**src/rtl/debit_pin_pkg.sv**
```systemverilog
// debit_pin_pkg: shared state encoding and default parameter constants for the
// debit PIN entry block. The LOCKED state exists only when DEBIT_PIN_LOCKOUT_EN
// is defined.
package debit_pin_pkg;

    localparam int          DEF_NUM_DIGITS     = 4;
    localparam int          DEF_DIGIT_W        = 2;
    localparam logic [7:0]  DEF_PASSKEY        = 8'b10_01_11_00;
    localparam int          DEF_MAX_TRIES      = 3;
    localparam int          DEF_LOCKOUT_CYCLES = 16;
    localparam int          DEF_RESULT_HOLD    = 8;

`ifdef DEBIT_PIN_LOCKOUT_EN
    typedef enum logic [2:0] {
        ST_IDLE      = 3'd0,
        ST_ENTRY     = 3'd1,
        ST_CORRECT   = 3'd2,
        ST_INCORRECT = 3'd3,
        ST_LOCKED    = 3'd4
    } state_t;
`else
    typedef enum logic [2:0] {
        ST_IDLE      = 3'd0,
        ST_ENTRY     = 3'd1,
        ST_CORRECT   = 3'd2,
        ST_INCORRECT = 3'd3
    } state_t;
`endif

endpackage

```
**src/rtl/debit_pin_multi_digit_encoder.sv**
```systemverilog
// digit_encoder: highest-set-bit encoder turning the one-switch-per-value bus
// into a binary digit. valid is low when no switch is set.
module digit_encoder #(
    parameter int DIGIT_W = 2
) (
    input  logic [2**DIGIT_W-1:0] i_switches,
    output logic [DIGIT_W-1:0]    o_digit,
    output logic                  o_valid
);

    // Scan upward so the highest set switch overrides any lower ones.
    always_comb begin
        o_digit = '0;
        o_valid = 1'b0;
        for (int i = 0; i < 2**DIGIT_W; i++) begin
            if (i_switches[i]) begin
                o_digit = DIGIT_W'(i);
                o_valid = 1'b1;
            end
        end
    end

endmodule

```
**src/rtl/debit_pin_multi.sv**
```systemverilog
// debit_pin_multi: multi-digit PIN entry with edge-triggered digit capture,
// timed correct/incorrect indication and (with DEBIT_PIN_LOCKOUT_EN defined)
// a timed lockout after MAX_TRIES consecutive failures.
module debit_pin_multi
    import debit_pin_pkg::*;
#(
    parameter int                              NUM_DIGITS     = DEF_NUM_DIGITS,
    parameter int                              DIGIT_W        = DEF_DIGIT_W,
    parameter logic [NUM_DIGITS*DIGIT_W-1:0]   PASSKEY        = DEF_PASSKEY,
    parameter int                              MAX_TRIES      = DEF_MAX_TRIES,
    parameter int                              LOCKOUT_CYCLES = DEF_LOCKOUT_CYCLES,
    parameter int                              RESULT_HOLD    = DEF_RESULT_HOLD
) (
    input  logic                              clk,
    input  logic                              reset,
    input  logic [2**DIGIT_W-1:0]             digit_switches,
    input  logic                              submit,
    output logic                              waiting,
    output logic                              correct,
    output logic                              incorrect,
    output logic                              locked,
    output logic [$clog2(NUM_DIGITS+1)-1:0]   digit_count
);

    localparam int CNT_W   = $clog2(NUM_DIGITS + 1);
    localparam int PIN_W   = NUM_DIGITS * DIGIT_W;
    // One timer serves both hold phases; sized for the longest of them.
    localparam int TMR_MAX = (RESULT_HOLD > LOCKOUT_CYCLES)
                           ? ((RESULT_HOLD > MAX_TRIES) ? RESULT_HOLD : MAX_TRIES)
                           : ((LOCKOUT_CYCLES > MAX_TRIES) ? LOCKOUT_CYCLES : MAX_TRIES);
    localparam int TMR_W   = $clog2(TMR_MAX + 1);

    state_t             r_state;
    state_t             w_state_next;
    logic               r_submit_q;
    logic [CNT_W-1:0]   r_digit_count;
    logic [CNT_W-1:0]   w_count_next;
    logic [PIN_W-1:0]   r_digits;
    logic [PIN_W-1:0]   w_digits_next;
    logic [PIN_W-1:0]   w_entry;
    logic [TMR_W-1:0]   r_timer;
    logic [TMR_W-1:0]   w_timer_next;
    logic [DIGIT_W-1:0] w_digit;
    logic               w_valid;
    logic               w_edge;
    logic               r_waiting;
    logic               r_correct;
    logic               r_incorrect;
    logic               r_locked;
`ifdef DEBIT_PIN_LOCKOUT_EN
    localparam int FAIL_W = $clog2(MAX_TRIES + 1);
    logic [FAIL_W-1:0]  r_fail_count;
    logic [FAIL_W-1:0]  w_fail_next;
`endif

    digit_encoder #(.DIGIT_W(DIGIT_W)) u_enc (
        .i_switches (digit_switches),
        .o_digit    (w_digit),
        .o_valid    (w_valid)
    );

    assign w_edge = submit & ~r_submit_q;

    // Candidate entry: stored digits with the new digit dropped into the
    // current slot; first digit lives in the most significant slice.
    generate
        for (genvar gi = 0; gi < NUM_DIGITS; gi++) begin : g_slot
            localparam int LSB = (NUM_DIGITS - 1 - gi) * DIGIT_W;
            assign w_entry[LSB +: DIGIT_W] = (r_digit_count == CNT_W'(gi))
                                           ? w_digit : r_digits[LSB +: DIGIT_W];
        end
    endgenerate

    // Next-state, counter, timer and failure bookkeeping.
    always_comb begin
        w_state_next  = r_state;
        w_count_next  = r_digit_count;
        w_digits_next = r_digits;
        w_timer_next  = r_timer + TMR_W'(1);
`ifdef DEBIT_PIN_LOCKOUT_EN
        w_fail_next   = r_fail_count;
`endif
        case (r_state)
            ST_IDLE, ST_ENTRY: begin
                w_timer_next = '0;
                if (w_edge && w_valid) begin
                    if (r_digit_count == CNT_W'(NUM_DIGITS - 1)) begin
                        w_count_next  = '0;
                        w_digits_next = '0;
                        if (w_entry == PASSKEY) begin
                            w_state_next = ST_CORRECT;
`ifdef DEBIT_PIN_LOCKOUT_EN
                            w_fail_next  = '0;
`endif
                        end else begin
                            w_state_next = ST_INCORRECT;
`ifdef DEBIT_PIN_LOCKOUT_EN
                            if (r_fail_count != FAIL_W'(MAX_TRIES))
                                w_fail_next = r_fail_count + FAIL_W'(1);
`endif
                        end
                    end else begin
                        w_count_next  = r_digit_count + CNT_W'(1);
                        w_digits_next = w_entry;
                        w_state_next  = ST_ENTRY;
                    end
                end
            end
            ST_CORRECT: begin
                if (r_timer == TMR_W'(RESULT_HOLD - 1)) begin
                    w_state_next = ST_IDLE;
                    w_timer_next = '0;
                end
            end
            ST_INCORRECT: begin
                if (r_timer == TMR_W'(RESULT_HOLD - 1)) begin
                    w_timer_next = '0;
                    w_state_next = ST_IDLE;
`ifdef DEBIT_PIN_LOCKOUT_EN
                    if (r_fail_count == FAIL_W'(MAX_TRIES))
                        w_state_next = ST_LOCKED;
`endif
                end
            end
`ifdef DEBIT_PIN_LOCKOUT_EN
            ST_LOCKED: begin
                if (r_timer == TMR_W'(LOCKOUT_CYCLES - 1)) begin
                    w_state_next = ST_IDLE;
                    w_timer_next = '0;
                    w_fail_next  = '0;
                end
            end
`endif
            default: begin
                w_state_next = ST_IDLE;
                w_count_next = '0;
                w_timer_next = '0;
            end
        endcase
    end

    // State register plus outputs decoded from the next state, so every
    // output is a flop aligned with the state it reflects.
    always_ff @(posedge clk) begin
        if (reset) begin
            r_state       <= ST_IDLE;
            r_submit_q    <= 1'b1;
            r_digit_count <= '0;
            r_digits      <= '0;
            r_timer       <= '0;
            r_waiting     <= 1'b1;
            r_correct     <= 1'b0;
            r_incorrect   <= 1'b0;
            r_locked      <= 1'b0;
`ifdef DEBIT_PIN_LOCKOUT_EN
            r_fail_count  <= '0;
`endif
        end else begin
            r_state       <= w_state_next;
            r_submit_q    <= submit;
            r_digit_count <= w_count_next;
            r_digits      <= w_digits_next;
            r_timer       <= w_timer_next;
            r_waiting     <= (w_state_next == ST_IDLE) || (w_state_next == ST_ENTRY);
            r_correct     <= (w_state_next == ST_CORRECT);
            r_incorrect   <= (w_state_next == ST_INCORRECT);
`ifdef DEBIT_PIN_LOCKOUT_EN
            r_locked      <= (w_state_next == ST_LOCKED);
            r_fail_count  <= w_fail_next;
`else
            r_locked      <= 1'b0;
`endif
        end
    end

    assign waiting     = r_waiting;
    assign correct     = r_correct;
    assign incorrect   = r_incorrect;
    assign locked      = r_locked;
    assign digit_count = r_digit_count;

endmodule

```
**config.mk**
```make
export PLATFORM = sky130hd
export DESIGN_NAME = debit_pin_multi
export DESIGN_NICKNAME = d
export VERILOG_FILES = /design/src/rtl/debit_pin_pkg.sv /design/src/rtl/debit_pin_multi_digit_encoder.sv /design/src/rtl/debit_pin_multi.sv
export SDC_FILE = /design/constraint.sdc
export NUM_CORES = 1
export LEC_CHECK = 0
export ABC_AREA = 1
export CAP_MARGIN = 15
export CORE_MARGIN = 2
export CORE_UTILIZATION = 45
export CTS_BUF_LIST = sky130_fd_sc_hd__clkbuf_2 sky130_fd_sc_hd__clkbuf_4 sky130_fd_sc_hd__clkbuf_8
export CTS_CLUSTER_SIZE = 16
export DETAILED_ROUTE_END_ITERATION = 8
export PLACE_DENSITY = 0.7
export SETUP_SLACK_MARGIN = 0.15
export SLEW_MARGIN = 20
export SYNTH_ARGS = -nofsm -noshare
export SYNTH_HDL_FRONTEND = slang
export SYNTH_SLANG_ARGS = --single-unit
```
**constraint.sdc**
```tcl
create_clock -name clk -period 1.59 [get_ports clk]
set_input_delay 0.3975 -clock clk [delete_from_list [all_inputs] [get_ports clk]]
set_output_delay 0.3975 -clock clk [all_outputs]
set_load 0.005 [all_outputs]
```
# --- After elaboration in Yosys (flattened, before gate mapping) ---
# Index checks and enable logic that the tools add are counted.
op_classes:
  n_addsub: 2
  multipliers: 0
  n_div: 0
  order_cmp: 0
  n_eq_ne: 12
  n_shift: 0
  n_mux: 20
  n_bitwise: 3
  reduce_logical: 10
op_table:
  columns: ["operator", "count"]
  rows:
  - ["equality test 3 x 2 -> 1 bit (second input constant)", 6]
  - ["2-to-1 mux 3 bit", 5]
  - ["2-to-1 mux 2 bit", 6]
  - ["case mux 3 bit (2 select lines)", 2]
  - ["equality test 3 x 1 -> 1 bit (second input constant)", 3]
  - ["zero test 3 bit", 3]
  - ["equality test 8 bit (second input constant)", 1]
  - ["2-to-1 mux 8 bit", 1]
  - ["2-to-1 mux 1 bit", 6]
  - ["adder 5 x 1 -> 5 bit (second input constant)", 1]
  - ["equality test 5 x 3 -> 1 bit (second input constant)", 1]
  - ["AND reduction 2 bit", 2]
  - ["OR reduction 2 bit", 2]
  - ["adder 3 x 1 -> 3 bit (second input constant)", 1]
  - ["OR reduction 3 bit", 1]
  - ["inequality test 2 bit (second input constant)", 1]
  - ["NOT 1 bit", 2]
  - ["AND 1 bit", 1]
  - ["logical AND 1 bit", 1]
  - ["logical OR 1 bit", 1]
totals:
  reg_bits: 23
  latch_bits: 0
  ramBits: 0
  mem_bits_ro: 0
  in_bits: 7
  out_inout_bits: 7
  elab_cells: 55
  mem_count: 0

# --- Logic depth before layout (Yosys ltp) ---
# Gate-level depths: netlist (run 1).
depth:
  word_depth: 11
  ltp_mapped: 12
  mapped_depth_nobuf: 12

# --- Modules after synthesis ---
# Synthesis (run 1) repeated with hierarchy kept, for this count alone.
hier_totals:
  hier_cells: 144
  area_unflattened_um2: 1071.0
by_module_without_submodules:
  columns: ["mod", "n_inst", "cells_each", "area_per_inst_um2", "seq_area_each_um2"]
  rows:
  - ["debit_pin_multi", 1, 136, 1038.5, 420.4]
  - ["digit_encoder", 1, 8, 32.5, 0.0]

# --- Worst setup path before layout (run 1) ---
# Ideal clock, no wire load.
synth_timing:
  kind: "register to register"
  startpoint: "register r_digit_count[0], in the netlist digit_count[0]"
  endpoint: "register r_incorrect, in the netlist incorrect"
  setup_ns: 0.118
  t_arrival_ns: 1.268
  required_time_ns: 1.472
  slack_ns: 0.204
  path_stages_with_launch: 11
  n_path_buf: 0
  period_less_slack_ns: 1.386
  cell_sequence: "dfxtp_1 inv_1 ha_1 inv_1 nor2_1 o21ai_0 nand2_1 nor2_1 nand2_1 nand2_2 a21oi_1"
synth_between:
  elab_chain_cells: 8
  word_cells_on_any_way: 14
  cone_classes: "5 x eq/ne; 8 x mux; 1 x reduce/logical"
synth_lines:
  columns: ["item", "line_no", "source"]
  rows:
  - ["from (decl)", "debit_pin_multi.sv:36", "logic [CNT_W-1:0] r_digit_count;"]
  - ["from (signal assigned)", "debit_pin_multi.sv:161", "r_digit_count <= w_count_next;"]
  - ["equality test 3 x 2 -> 1 bit, or another cell as far along", "debit_pin_multi.sv:69, debit_pin_multi.sv:87", null]
  - ["2-to-1 mux 2 bit", "debit_pin_multi.sv:70", "? w_digit : r_digits[LSB +: DIGIT_W];"]
  - ["equality test 8 bit", "debit_pin_multi.sv:90", "if (w_entry == PASSKEY) begin"]
  - ["2-to-1 mux 1 bit", "debit_pin_multi.sv:90", null]
  - ["2-to-1 mux 3 bit *", "debit_pin_multi.sv:87", "if (r_digit_count == CNT_W'(NUM_DIGITS - 1)) begin"]
  - ["2-to-1 mux 3 bit *", "debit_pin_multi.sv:86", "if (w_edge && w_valid) begin"]
  - ["case mux 3 bit (2 select lines) *", "debit_pin_multi.sv:83", "case (r_state)"]
  - ["equality test 3 x 2 -> 1 bit *", "debit_pin_multi.sv:166", "r_incorrect <= (w_state_next == ST_INCORRECT);"]
  - ["to (signal assigned)", "debit_pin_multi.sv:166", null]
  - ["to (decl)", "debit_pin_multi.sv:48", "logic r_incorrect;"]
# Mark *: on every way between the ends. The rest lies on a longest branch, timed or not.
# A chain may end at the register's enable or synchronous reset.

# --- Worst setup path after layout (run 1) ---
layout_timing:
  startpoint: "register r_digit_count[0], in the netlist digit_count[0]"
  endpoint: "register r_state[0]"
layout_between:
  elab_chain_cells: 7
  word_cells_on_any_way: 13
  cone_classes: "4 x eq/ne; 8 x mux; 1 x reduce/logical"
layout_lines:
  columns: ["item", "line_no", "source"]
  rows:
  - ["equality test 3 x 2 -> 1 bit, or another cell as far along", "debit_pin_multi.sv:69, debit_pin_multi.sv:87", null]
  - ["2-to-1 mux 2 bit", "debit_pin_multi.sv:70", null]
  - ["equality test 8 bit", "debit_pin_multi.sv:90", null]
  - ["2-to-1 mux 1 bit", "debit_pin_multi.sv:90", null]
  - ["2-to-1 mux 3 bit *", "debit_pin_multi.sv:87", null]
  - ["2-to-1 mux 3 bit *", "debit_pin_multi.sv:86", null]
  - ["case mux 3 bit (2 select lines) *", "debit_pin_multi.sv:83", null]
  - ["to (signal assigned)", "debit_pin_multi.sv:159", "r_state <= w_state_next;"]
  - ["to (decl)", "debit_pin_multi.sv:33", "state_t r_state;"]
# Marked as above.

==> impl_metrics.json, run 1 <==
{
  "time_the_final_worst_path_needs_with_i_o_delays_and_setup_ns": 1.42,
  "worst-endpoint-required_ns": 1.79,
  "grt_antenna_before_repair": 0,
  "hold_path.class": "reg -> reg",
  "clock-root-buffer": "sky130_fd_sc_hd__clkbuf_4",
  "synth_warnings": 0,
  "nets": 190,
  "core_sq_um": 2190,
  "synth-async-reset-ratio_pct": 0,
  "synth.ff_latch_count": 21,
  "static-leakage-power_uw": 0.000712,
  "die_h_um": 51.9,
  "grt_first_pass_wirelength_um": 3640,
  "synth.most_common_cell": "sky130_fd_sc_hd__nand2_1",
  "numPlacedInstances": 192,
  "antenna_cells_inserted": 0,
  "layout_cell_share_with_drive_strength_beyond_1_pct": 31.6,
  "grt_overflow_total": 0,
  "final_period_util_pct": 89.5,
  "edff_count_synth": 0,
  "postLayoutCellArea_sq_um": 1450,
  "post_synth_num_cell_types": 24,
  "cellPowerDensity_nw_per_um2": 642,
  "die_area_sq_um": 2690,
  "synth-compound-area-share_pct": 8.01,
  "grt_setup_unrepaired": "yes",
  "synth.mux.area_fraction_pct": 0,
  "setup.worst_path.end_class": "flop",
  "cts-buffers-inserted": 3,
  "commonest_cells_in_the_synthesized_netlist": "sky130_fd_sc_hd__nand2_1, sky130_fd_sc_hd__inv_1, sky130_fd_sc_hd__dfxtp_1",
  "postRouteAntennaNets": 0,
  "cp_slowest_stage_delay_ns": 0.39,
  "fraction_of_the_mapped_netlist_area_in_adder_cells_pct": 6.07,
  "cp_slowest_cell": "sky130_fd_sc_hd__dfxtp_4",
  "synth_area_sq_um": 1030,
  "crit_buf_inv": 2,
  "worst-endpoint-arrival_ns": 1.62,
  "tritoncts_num_sinks": 21,
  "start_util_pct": 47.1,
  "ir_worst_vdd_mv": 0.539,
  "netlist.area_leader.share_pct": 40.8,
  "synthTopCellsByArea": "sky130_fd_sc_hd__dfxtp_1, sky130_fd_sc_hd__nand2_1, sky130_fd_sc_hd__inv_1",
  "first_global_vias": 933,
  "max_cap_violations": 0,
  "timing.final.max_slew_violations": 0,
  "post-route-util_pct": 66.1,
  "detail_route.drc_violations": 0,
  "clk_transition_reported_paths_ns": 0.11,
  "timing.critical_path.cells": "inv_6, ha_4, inv_2, nor2_4, nand2_1, o21ai_2, nand2_1, nor2_1, nand2_1, nand2_2, a21oi_1",
  "route.detailed.vias_per_inst": 4.66,
  "biggest_fanout_along_the_worst_timing_path": 4,
  "portBuffers": 12,
  "setup.worst_path.start_class": "flop",
  "drt_wl_total_um": 2310,
  "floorplan.io_pins": 14,
  "hpwl_um": 1590,
  "cts_max_level": 1,
  "gpl.final_weighted_congestion": 0.851,
  "proportion_of_synthesized_chip_area_in_sequential_cells_pct": 40.8,
  "synth-simple-area-share_pct": 33.4,
  "clock_skew_ns": 0.00152,
  "gr-usage-all-layers_pct": 18.2,
  "hold_violations": 0,
  "setup.worst_path.class": "reg -> reg",
  "die_w_um": 51.9,
  "floorplan.rows": 17,
  "drt_pre_antenna_iters": 4,
  "vias": 956,
  "route.detailed.wl_per_inst_um": 11.3,
  "timing.fmax_mhz": 703,
  "yosys.area_share.xor_xnor_pct": 1.70,
  "postSynth.topFlopCell": "sky130_fd_sc_hd__dfxtp_1",
  "setup_viol_count_final": 0,
  "final.fill_count": 172,
  "layoutNonFillerInstCount": 205,
  "worst-r2r-setup-slack_ns": 0.17,
  "worstSkewPairLatency_ns": 0.30,
  "clock_tree.buffer_depth": 2,
  "critical_path.most_common_cell": "sky130_fd_sc_hd__nand2_1",
  "clock_tree_from_tritoncts": "done",
  "synth_largest_area_cell": "sky130_fd_sc_hd__dfxtp_1",
  "combinational_family_with_the_most_area_after_synthesis": "simple AND/OR/NAND/NOR gates",
  "drtIter0Drc": 7,
  "post_dp_cell_area_sq_um": 1240,
  "synth_area_per_cell_sq_um": 7.16,
  "run_status": "finished, final reports clean",
  "layout-area-overhead-vs-synth_pct": 40.4,
  "synthesis.instances": 144,
  "timing.critical_path.max_delay_family": "simple AND/OR/NAND/NOR gates",
  "pin_count_of_the_biggest_net_entering_global_routing": 13
}
[through the flow]
step	TNS [ns]	hold WS, ns	total power [uW]	worst slack (ns)
after floorplan	0	0.418	607	0.204
after global placement	-0.989	0.433	652	-0.157
after detailed placement	-1.39	0.439	653	-0.173
after CTS	0	0.459	901	0.0421
after global routing	0	0.480	965	0.0355
final	0	0.456	929	0.167
[cell usage in the layout, fill, tap and decap left out, types with 4 or more instances in the layout]
master and instances:
sky130_fd_sc_hd__a21oi_1 5, sky130_fd_sc_hd__buf_4 15, sky130_fd_sc_hd__clkdlybuf4s50_1 4, sky130_fd_sc_hd__dfxtp_1 18, sky130_fd_sc_hd__dlygate4sd2_1 5, sky130_fd_sc_hd__inv_1 19
sky130_fd_sc_hd__nand2_1 30, sky130_fd_sc_hd__nand2_2 10, sky130_fd_sc_hd__nand3_1 5, sky130_fd_sc_hd__nor2_1 17, sky130_fd_sc_hd__nor2_2 4
[layer usage]
metal	track usage, %	vias up	part of all wire (%)
met4	10.1	0	1.9
li1	-	505	-
met2	35.9	11	54
met1	17.8	434	42
met5	0	-	0
met3	2.30	6	2.1
[worst register-to-register path, cell delays in order, from the launching register on]
cell                      delay [ns]
sky130_fd_sc_hd__dfxtp_4        0.39
sky130_fd_sc_hd__inv_6          0.08
sky130_fd_sc_hd__ha_4           0.13
sky130_fd_sc_hd__inv_2          0.04
sky130_fd_sc_hd__nor2_4         0.14
sky130_fd_sc_hd__nand2_1        0.09
sky130_fd_sc_hd__o21ai_2        0.07
sky130_fd_sc_hd__nand2_1        0.06
sky130_fd_sc_hd__nor2_1         0.09
sky130_fd_sc_hd__nand2_1        0.08
sky130_fd_sc_hd__nand2_2        0.09
sky130_fd_sc_hd__a21oi_1        0.07
[flip-flops by register name, indices dropped and copies added (netlist names)]
register / cells
r_submit_q: 1
r_timer: 5
r_state: 3
r_digits: 6
incorrect: 1
digit_count: 3
correct: 1
waiting: 1
[where the power goes]
| part | leakage (uW) | switching (uW) | internal, uW |
|---|---|---|---|
| clock | 0.0000177 | 158 | 93.8 |
| sequential | 0.000172 | 7.50 | 530 |
| combinational | 0.000522 | 72.5 | 67.1 |
[final cells by class]
cell class,count,area [sq um],share of cell area (%)
clock buffers,3,22.5,1.56
multi-input cells,99,599,41.4
well taps,28,35.0,2.42
flip-flops and latches,21,432,29.8
inverters,24,97.6,6.74
clock inverters,1,5.00,0.346
repair buffers,29,256,17.7
[cells by family after synthesis]
logic type / after synthesis
other: 1
adder cells (fa/ha/maj): 5
AND/OR/NAND/NOR: 75
flip-flops: 21
XOR/XNOR: 2
buffers and inverters: 25
AO/OA/AOI/OAI: 15
[final timing paths]
check	start	to	depth (start not counted)
worst min register to register	r_timer[0]	r_timer[0]	1
worst max register to register	digit_count[0]	r_state[0]	11
worst min-delay path	r_timer[0]	r_timer[0]	1
worst max-delay path	digit_count[0]	r_state[0]	11
[what timing repair did]
item,4_1_cts,5_1_grt
hold buffers,0,0
gates resized for setup,16,31
setup endpoints to repair,10,12
pin swaps,0,7
buffers inserted,3,6
(Power assumes the default switching activity.)
==> run 2: changes to the inputs <==
Settings changed: TNS_END_PERCENT set to 10.
==> run 2 against run 1 <==
Worst hold slack barely moved; clock power barely moved; non-clock buffer count fell by 6; fmax fell by 0.61%; cell count fell by 2.9%; sequential share of layout area rose by 2.1 points; critical endpoint is now digit_count[0]; highest routed layer unchanged.
==> impl_metrics.json, run 2 (synthesized netlist as in run 1, its figures left out) <==
{
  "clock-root-buffer": "sky130_fd_sc_hd__clkbuf_4",
  "critical_path.most_common_cell": "sky130_fd_sc_hd__buf_4",
  "hold-path-cell-count": 1,
  "floorplan.io_pins": 14,
  "timing.critical_path.cells": "buf_4, ha_1, inv_1, nor2_2, buf_4, nor3_1, o21ai_0, a21oi_1",
  "drt_pre_antenna_iters": 4,
  "grt_antenna_before_repair": 0,
  "time_the_final_worst_path_needs_with_i_o_delays_and_setup_ns": 1.43,
  "worst-endpoint-arrival_ns": 1.67,
  "grt_setup_unrepaired": "yes",
  "die_area_sq_um": 2690,
  "timing.critical_path.max_delay_family": "flip-flops",
  "max_ffs_per_register": 6,
  "route.detailed.vias_per_inst": 4.57,
  "postRouteAntennaNets": 0,
  "cts-buffers-inserted": 3,
  "power.total_uw": 901,
  "gpl.final_weighted_congestion": 0.851,
  "total_stage_count_of_the_critical_path": 8,
  "worst-endpoint-required_ns": 1.83,
  "ctsHoldBuffers": 0,
  "cellPowerDensity_nw_per_um2": 670,
  "gr-usage-all-layers_pct": 18.2,
  "crit_buf_inv": 3,
  "critical_path.endpoint": "digit_count[0]",
  "hold_violations": 0,
  "pin_count_of_the_biggest_net_entering_global_routing": 13,
  "final_period_util_pct": 90.0,
  "run_status": "finished, final reports clean",
  "regMostFlops": "r_digits",
  "clock_tree_from_tritoncts": "done",
  "static-leakage-power_uw": 0.000710,
  "worst-r2r-setup-slack_ns": 0.16,
  "setup_viol_count_final": 0,
  "grt_first_pass_wirelength_um": 3630,
  "setup.worst_path.start_class": "flop",
  "hpwl_um": 1590,
  "nets": 184,
  "detail_route.drc_violations": 0,
  "setup.worst_path.class": "reg -> reg",
  "clk_transition_reported_paths_ns": 0.11,
  "layout_cell_share_with_drive_strength_beyond_1_pct": 22.2,
  "first_global_vias": 926,
  "reg.largest.list": "r_digits (6), r_timer (5)",
  "drtIter0Drc": 8,
  "timing.fmax_mhz": 698,
  "hold_path.class": "reg -> reg",
  "cp_slowest_cell": "sky130_fd_sc_hd__dfxtp_2",
  "layout-area-overhead-vs-synth_pct": 30.3,
  "final_common_cell": "sky130_fd_sc_hd__nand2_1",
  "reg2reg_to": "digit_count[0]",
  "ff2ff_path_depth": 8,
  "critical_path.reg2reg.startpoint": "digit_count[1]",
  "route.detailed.wl_per_inst_um": 10.4,
  "timing.critical_path.from": "digit_count[1]",
  "clock_skew_ns": 0.000779,
  "drt_wl_total_um": 2060,
  "biggest_fanout_along_the_worst_timing_path": 4,
  "tritoncts_num_sinks": 21,
  "vias": 910,
  "layoutNonFillerInstCount": 199,
  "ir_worst_vdd_mv": 0.540,
  "timing.final.max_slew_violations": 0,
  "clock_tree.buffer_depth": 2,
  "cts_max_level": 1,
  "die_h_um": 51.9,
  "core_sq_um": 2190,
  "portBuffers": 12,
  "layout.cells.most_common_list": "sky130_fd_sc_hd__nand2_1, sky130_fd_sc_hd__inv_1, sky130_fd_sc_hd__nor2_1, sky130_fd_sc_hd__dfxtp_1, sky130_fd_sc_hd__buf_4",
  "worstSkewPairLatency_ns": 0.30,
  "die_w_um": 51.9,
  "setup.worst_path.end_class": "flop",
  "numPlacedInstances": 192,
  "grt_overflow_total": 0,
  "start_util_pct": 47.1,
  "floorplan.rows": 17,
  "max_cap_violations": 0,
  "antenna_cells_inserted": 0,
  "cp_slowest_stage_delay_ns": 0.36
}
run 2: cell types whose count changed in the layout (fill, tap and decap cells not counted), moves of 2 or more:
cell                             before  now
sky130_fd_sc_hd__inv_1               19   21
sky130_fd_sc_hd__dlymetal6s2s_1       3    6
sky130_fd_sc_hd__dlygate4sd2_1        5    1
sky130_fd_sc_hd__nand2_1             30   32
sky130_fd_sc_hd__buf_6                2    0
sky130_fd_sc_hd__nand2_2             10    8
sky130_fd_sc_hd__ha_4                 2    0
sky130_fd_sc_hd__ha_2                 2    0
sky130_fd_sc_hd__ha_1                 1    5
sky130_fd_sc_hd__buf_4               15   11
run 2: routing by layer:
| metal | wire length [um] | GRT usage [%] | up-vias |
|---|---|---|---|
| met5 | 0 | 0 | - |
| met3 | 64 | 2.30 | 6 |
| met1 | 863 | 18.2 | 399 |
| met2 | 1080 | 35.4 | 13 |
| li1 | - | - | 492 |
| met4 | 49 | 10.1 | 0 |
run 2: final cells by class:
class / count / area [sq um]
clock buffers: 3 / 22.5
clock inverters: 1 / 5.00
fillers: 203 / 847
inverters: 24 / 92.6
multi-input cells: 99 / 543
flip-flops and latches: 21 / 429
well taps: 28 / 35.0
repair buffers: 23 / 216
run 2: how the worst min path moves through the flow:
stage                from         end  slack (ns)
2_1_floorplan  r_timer[0]  r_timer[0]        0.42
3_3_place_gp   r_timer[0]  r_timer[0]        0.43
3_5_place_dp   r_timer[0]  r_timer[0]        0.44
4_1_cts        r_timer[0]  r_timer[0]        0.46
5_1_grt        r_timer[0]  r_timer[0]        0.48
6_report       r_timer[0]  r_timer[0]        0.46
run 2: power breakdown:
part,leakage [uW],switching [uW],internal (uW)
Sequential,0.000172,5.29,532
Clock,0.0000177,159,93.8
Combinational,0.000520,60.6,50.1
Total,0.000710,225,675
run 2: worst register-to-register path: cells and delay by family (launching register included):
family,cells,cell delay (ns)
flops,1,0.36
compound gates,2,0.23
simple gates,2,0.25
fa+ha+maj,1,0.19
buf+inv,3,0.34
run 2: what timing repair did:
item / CTS / global route
hold endpoints to repair: 0 / 0
buffers inserted: 3 / 0
gates resized for setup: 5 / 20
pin swaps: 0 / 2
setup endpoints to repair: 10 / 15
run 2: stage by stage:
step	TNS [ns]	hold WS, ns	cell area, sq um	setup slack, ns	util (%)
floorplan	0	0.418	1030	0.204	-
global placement	-0.989	0.433	1240	-0.157	56.7
detailed placement	-1.39	0.439	1240	-0.173	56.7
CTS	0	0.459	1300	0.0199	59.2
global route	0	0.480	1340	0.00953	61.3
finish	0	0.456	1340	0.158	61.3
